$ cat src/rtl/mux16_scan_ctrl_pkg.sv
// Shared constants and FSM state type for the 16-channel mux scan controller.
package mux16_scan_ctrl_pkg;

    localparam int N_CH  = 16;
    localparam int SEL_W = $clog2(N_CH);

    typedef enum logic {
        ST_IDLE = 1'b0,
        ST_SCAN = 1'b1
    } state_t;

endpackage

$ cat src/rtl/mux16_scan_ctrl_next_ch.sv
// Finds the lowest enabled channel strictly above the current index.
// With from_start set, the search covers every channel (current treated as -1).
module scan_next_ch
    import mux16_scan_ctrl_pkg::*;
(
    input  logic [N_CH-1:0]  mask,
    input  logic [SEL_W-1:0] cur,
    input  logic             from_start,
    output logic [SEL_W-1:0] next,
    output logic             none
);

    logic [N_CH-1:0] cand;

    generate
        for (genvar gi = 0; gi < N_CH; gi++) begin : g_cand
            assign cand[gi] = mask[gi] && (from_start || (SEL_W'(gi) > cur));
        end
    endgenerate

    // Walk downwards so the lowest qualifying channel is the last one written.
    always_comb begin
        next = '0;
        none = 1'b1;
        for (int k = N_CH - 1; k >= 0; k--) begin
            if (cand[k]) begin
                next = SEL_W'(k);
                none = 1'b0;
            end
        end
    end

endmodule

$ cat src/rtl/mux16_scan_ctrl.sv
// Scan sequencer for an external 16:1 bit mux: steps the select across the
// enabled channels in ascending order and captures each settled bit.
module mux16_scan_ctrl
    import mux16_scan_ctrl_pkg::*;
#(
    parameter int SETTLE = 1
) (
    input  logic             clk,
    input  logic             rst,
    input  logic             start,
    input  logic [N_CH-1:0]  en_mask,
    input  logic             y_in,
    output logic [SEL_W-1:0] s_out,
    output logic             busy,
    output logic             done,
    output logic [N_CH-1:0]  result
);

    localparam int CNT_W = (SETTLE > 1) ? $clog2(SETTLE) : 1;
    localparam logic [CNT_W-1:0] CNT_LAST = CNT_W'(SETTLE - 1);

    state_t            state_reg,  state_next;
    logic [N_CH-1:0]   mask_reg,   mask_next;
    logic [SEL_W-1:0]  sel_reg,    sel_next;
    logic [CNT_W-1:0]  cnt_reg,    cnt_next;
    logic [N_CH-1:0]   result_reg, result_next;
    logic              done_reg,   done_next;

    logic [N_CH-1:0]   search_mask;
    logic [SEL_W-1:0]  found_ch;
    logic              found_none;

    // In IDLE the live mask is searched from the bottom; in SCAN the latched copy above sel.
    assign search_mask = (state_reg == ST_IDLE) ? en_mask : mask_reg;

    scan_next_ch u_next_ch (
        .mask       (search_mask),
        .cur        (sel_reg),
        .from_start (state_reg == ST_IDLE),
        .next       (found_ch),
        .none       (found_none)
    );

    always_comb begin
        state_next  = state_reg;
        mask_next   = mask_reg;
        sel_next    = sel_reg;
        cnt_next    = cnt_reg;
        result_next = result_reg;
        done_next   = 1'b0;
        case (state_reg)
            ST_IDLE: begin
                if (start) begin
                    mask_next   = en_mask;
                    result_next = '0;
                    cnt_next    = '0;
                    if (found_none) begin
                        done_next = 1'b1;
                    end else begin
                        state_next = ST_SCAN;
                        sel_next   = found_ch;
                    end
                end
            end
            ST_SCAN: begin
                if (cnt_reg == CNT_LAST) begin
                    cnt_next             = '0;
                    result_next[sel_reg] = y_in;
                    if (found_none) begin
                        state_next = ST_IDLE;
                        sel_next   = '0;
                        done_next  = 1'b1;
                    end else begin
                        sel_next = found_ch;
                    end
                end else begin
                    cnt_next = cnt_reg + 1'b1;
                end
            end
            default: begin
                state_next = ST_IDLE;
                sel_next   = '0;
            end
        endcase
    end

    always_ff @(posedge clk or posedge rst) begin
        if (rst) begin
            state_reg  <= ST_IDLE;
            mask_reg   <= '0;
            sel_reg    <= '0;
            cnt_reg    <= '0;
            result_reg <= '0;
            done_reg   <= 1'b0;
        end else begin
            state_reg  <= state_next;
            mask_reg   <= mask_next;
            sel_reg    <= sel_next;
            cnt_reg    <= cnt_next;
            result_reg <= result_next;
            done_reg   <= done_next;
        end
    end

    assign s_out  = sel_reg;
    assign busy   = (state_reg == ST_SCAN);
    assign done   = done_reg;
    assign result = result_reg;

endmodule
$ cat config.mk
export PLATFORM = sky130hd
export DESIGN_NAME = mux16_scan_ctrl
export DESIGN_NICKNAME = d
export VERILOG_FILES = /design/src/rtl/mux16_scan_ctrl_pkg.sv /design/src/rtl/mux16_scan_ctrl_next_ch.sv /design/src/rtl/mux16_scan_ctrl.sv
export SDC_FILE = /design/constraint.sdc
export NUM_CORES = 1
export LEC_CHECK = 0
export BUFFER_PORTS_ARGS = -buffer_cell sky130_fd_sc_hd__buf_2
export CAP_MARGIN = 20
export CORE_UTILIZATION = 40
export DETAILED_ROUTE_END_ITERATION = 10
export GPL_ROUTABILITY_DRIVEN = 0
export GPL_TIMING_DRIVEN = 0
export REMOVE_ABC_BUFFERS = 1
export SLEW_MARGIN = 5
export SYNTH_ARGS = -nofsm -noshare
export SYNTH_HDL_FRONTEND = slang
export SYNTH_HIERARCHICAL = 1
export SYNTH_SLANG_ARGS = --single-unit
$ cat constraint.sdc
create_clock -name clk -period 2.5 [get_ports clk]
set_input_delay 0.75 -clock clk [delete_from_list [all_inputs] [get_ports clk]]
set_output_delay 0.75 -clock clk [all_outputs]
set_load 0.02 [all_outputs]
==> load_flow_metrics.sql <==
INSERT INTO impl_metrics (metric_group, metric, value, unit) VALUES
('clock_tree', 'clk_transition_reported_paths', '0.07', 'ns'),
('synth', 'synth_cells', '237', ''),
('detailed_routing', 'top_layer', 'met4', ''),
('synth', 'netlist.top_cell.by_area', 'sky130_fd_sc_hd__dfrtp_1', ''),
('worst_setup_path', 'r2r.worst_path.cells', '9', ''),
('floorplan', 'placementRows', '27', ''),
('final_layout', 'areaGrowthSynthToFinish', '16.3', '%'),
('global_routing', 'first_global_vias', '1943', ''),
('worst_setup_path', 'worstPathRequired', '2.73', 'ns'),
('global_routing', 'globalRoute.totalOverflow', '0', ''),
('placed_design', 'place.port_buffers', '41', ''),
('synth', 'yosys.area.top_type_share', '0.395', ''),
('job', 'timing.max_cap.violations', '0', ''),
('synth', 'synth.top_cells.by_area', 'sky130_fd_sc_hd__dfrtp_1 40%, sky130_fd_sc_hd__mux2_4 8.7%, sky130_fd_sc_hd__mux2_2 8.4%', ''),
('floorplan', 'io_pins', '42', ''),
('worst_hold_path', 'holdCritStartpoint', 'mask_reg[15]', ''),
('detailed_routing', 'avgRoutedWirePerCell', '15.9', 'um'),
('synth', 'yosys_register_bits', '38', ''),
('timing', 'timing.final.crit_period', '2.35', 'ns'),
('run_status', 'run_status', 'completed', ''),
('timing', 'transition_time_at_the_pin_with_the_least_slew_margin', '0.869', 'ns'),
('detailed_routing', 'drc_errors', '0', ''),
('final_layout', 'num-nets-final', '298', ''),
('timing', 'grt_setup_unrepaired', 'false', ''),
('clock_tree', 'cts_tree', 'done', ''),
('clock_tree', 'ctsLongestPathBuffers', '2', ''),
('clock_tree', 'cts_made_buffers', '5', ''),
('detailed_routing', 'via_total_after_detailed_routing', '2020', ''),
('placed_design', 'dpl.hpwl', '3.51', 'mm'),
('detailed_routing', 'met3WireLength', '235', 'um'),
('worst_hold_path', 'hold-path-endpoint', 'mask_reg[15]', ''),
('detailed_routing', 'met2_wirelength', '2.69', 'mm'),
('worst_setup_path', 'ff2ff_setup_slack', '0.15', 'ns'),
('worst_hold_path', 'worst_hold_path.num_cells', '1', ''),
('worst_hold_path', 'worstHoldPathType', 'reg -> reg', ''),
('synth', 'netlist_top_cells_count', '38 x sky130_fd_sc_hd__dfrtp_1, 23 x sky130_fd_sc_hd__nand2_1, 18 x sky130_fd_sc_hd__mux2_2', ''),
('final_layout', 'diodes', '0', ''),
('floorplan', 'start_util', '0.426', ''),
('timing', 'final-setup-viol-count', '0', ''),
('global_routing', 'pin_count_of_the_biggest_net_entering_global_routing', '39', ''),
('global_routing', 'antenna_found_initial', '0', ''),
('timing', 'hold_viol_final', '0', ''),
('clock_tree', 'clockRootBuffer', 'sky130_fd_sc_hd__clkbuf_8', ''),
('worst_setup_path', 'end_kind', 'flop', ''),
('power_and_ir_drop', 'leakagePower', '1.32', 'nW'),
('synth', 'ys_async_sr_fraction', '1.00', ''),
('clock_tree', 'h-tree-depth', '2', ''),
('synth', 'postSynth.topFlopCell', 'sky130_fd_sc_hd__dfrtp_1', ''),
('worst_setup_path', 'critPathLaunchType', 'flop', ''),
('worst_setup_path', 'arrival', '2.58', 'ns'),
('power_and_ir_drop', 'vdd_ir_drop_max', '782', 'uV'),
('timing', 'fmax', '425', 'MHz'),
('detailed_routing', 'route.detailed.vias_per_inst', '5.77', ''),
('worst_setup_path', 'setup.worst_path.class', 'reg -> reg', ''),
('timing', 'fin_setup_tns', '0', 'ns'),
('synth', 'syn_area_per_cell', '10.2', 'um^2'),
('final_layout', 'post_route_utilization', '0.496', ''),
('detailed_routing', 'first_iter_violations', '71', ''),
('power_and_ir_drop', 'power_density', '1630', 'nW/um^2'),
('synth', 'post_synth_instance_area', '2410', 'um^2'),
('detailed_routing', 'routed_wl', '5.58', 'mm'),
('worst_setup_path', 'worst-path-max-fanout', '15', ''),
('clock_tree', 'cts.sinks', '38', ''),
('final_layout', 'nFillCells', '557', ''),
('synth', 'synthDistinctLibCells', '48', ''),
('worst_setup_path', 'regToRegStartpoint', 'busy', ''),
('detailed_routing', 'detail-route-antenna-nets', '0', ''),
('timing', 'final_min_period_over_clock_period', '0.941', ''),
('clock_tree', 'worst_skew_pair_later_pin_latency', '0.29', 'ns'),
('synth', 'synth.yosys.seq_area_share', '0.395', ''),
('timing', 'maxSlewHeadroom', '0.421', '');
-- worst max-delay path, stage by stage (launching register included) --
cell and delay [ns]:
sky130_fd_sc_hd__dfrtp_4 0.57, sky130_fd_sc_hd__buf_4 0.15, sky130_fd_sc_hd__buf_4 0.18, sky130_fd_sc_hd__mux2_2 0.35
sky130_fd_sc_hd__o21ai_1 0.18, sky130_fd_sc_hd__and4bb_1 0.26, sky130_fd_sc_hd__and2_1 0.15, sky130_fd_sc_hd__inv_1 0.07
sky130_fd_sc_hd__a21oi_2 0.22, sky130_fd_sc_hd__a22o_1 0.16
-- report_power, final --
part	switching [mW]	internal, mW
clock network	0.220	0.319
logic	1.29	1.39
registers	0.416	0.916
-- kinds of logic after synthesis --
group	synth area share
AOI/OAI and AO/OA	0.166
buffers and inverters	0.0551
DFF	0.395
and+or+nand+nor	0.207
muxes	0.176
-- how the worst max path moves through the flow --
stage                     start       end  slack [ns]  cells past startpoint
after global placement     busy  s_out[1]       -0.70                      9
after CTS                  busy  s_out[0]        0.03                      9
after floorplan            busy  s_out[2]       -0.18                      9
after global routing       busy  s_out[2]        0.02                      9
final                      busy  s_out[0]        0.15                      9
after detailed placement   busy  s_out[1]       -0.77                      9
-- stage by stage --
stage / power (mW) / instances / setup slack, ns / hold slack (ns) / cell area (um^2)
detailed placement: 3.84 / 333 / -0.774 / 0.490 / 2590
finish: 4.55 / 350 / 0.147 / 0.507 / 2800
global route: 4.94 / 350 / 0.0211 / 0.516 / 2800
CTS: 4.46 / 344 / 0.0318 / 0.511 / 2740
floorplan: 3.22 / 220 / -0.180 / 0.474 / 2290
global placement: 3.80 / 333 / -0.701 / 0.482 / 2580
-- layout make-up --
| cell class | count | area (um^2) | area share |
|---|---|---|---|
| Tap cell | 72 | 90.1 | 0.0322 |
| Multi-Input combinational cell | 178 | 1340 | 0.478 |
| Clock inverter | 1 | 30.0 | 0.0107 |
| Timing Repair Buffer | 51 | 280 | 0.100 |
| Sequential cell | 38 | 958 | 0.342 |
| Inverter | 4 | 18.8 | 0.00671 |
| Clock buffer | 6 | 82.6 | 0.0295 |
-- timing repair --
item                       in CTS  in global routing
buffers inserted                4                  6
hold buffers                    0                  0
gates resized for setup         5                  5
pin swaps                       0                  1
setup endpoints to repair       6                  4
-- placed cells by master, fill, tap and decap left out, types with 3 or more instances in the layout --
cell type,synthesis,routed
sky130_fd_sc_hd__buf_2,4,41
sky130_fd_sc_hd__dfrtp_1,38,34
sky130_fd_sc_hd__nand2_1,23,23
sky130_fd_sc_hd__mux2_2,18,18
sky130_fd_sc_hd__nand3_1,14,14
sky130_fd_sc_hd__o211ai_1,14,14
sky130_fd_sc_hd__mux2_4,14,14
sky130_fd_sc_hd__nor2_1,13,13
sky130_fd_sc_hd__buf_4,3,10
sky130_fd_sc_hd__o21ai_1,8,7
sky130_fd_sc_hd__nand2b_1,8,6
sky130_fd_sc_hd__clkbuf_8,0,6
sky130_fd_sc_hd__nor2b_1,5,5
sky130_fd_sc_hd__nand4_1,5,5
sky130_fd_sc_hd__a21oi_1,7,5
sky130_fd_sc_hd__o21ai_0,5,5
sky130_fd_sc_hd__nand3b_1,4,4
sky130_fd_sc_hd__a22o_1,4,4
sky130_fd_sc_hd__o311ai_0,3,3
sky130_fd_sc_hd__dfrtp_2,0,3
-- routing by layer --
metal  up-vias  track usage
met5         -            0
met1       982        0.236
met3        13       0.0343
li1        963            -
met4         0       0.0745
met2        62        0.329
(Power assumes the default switching activity.)
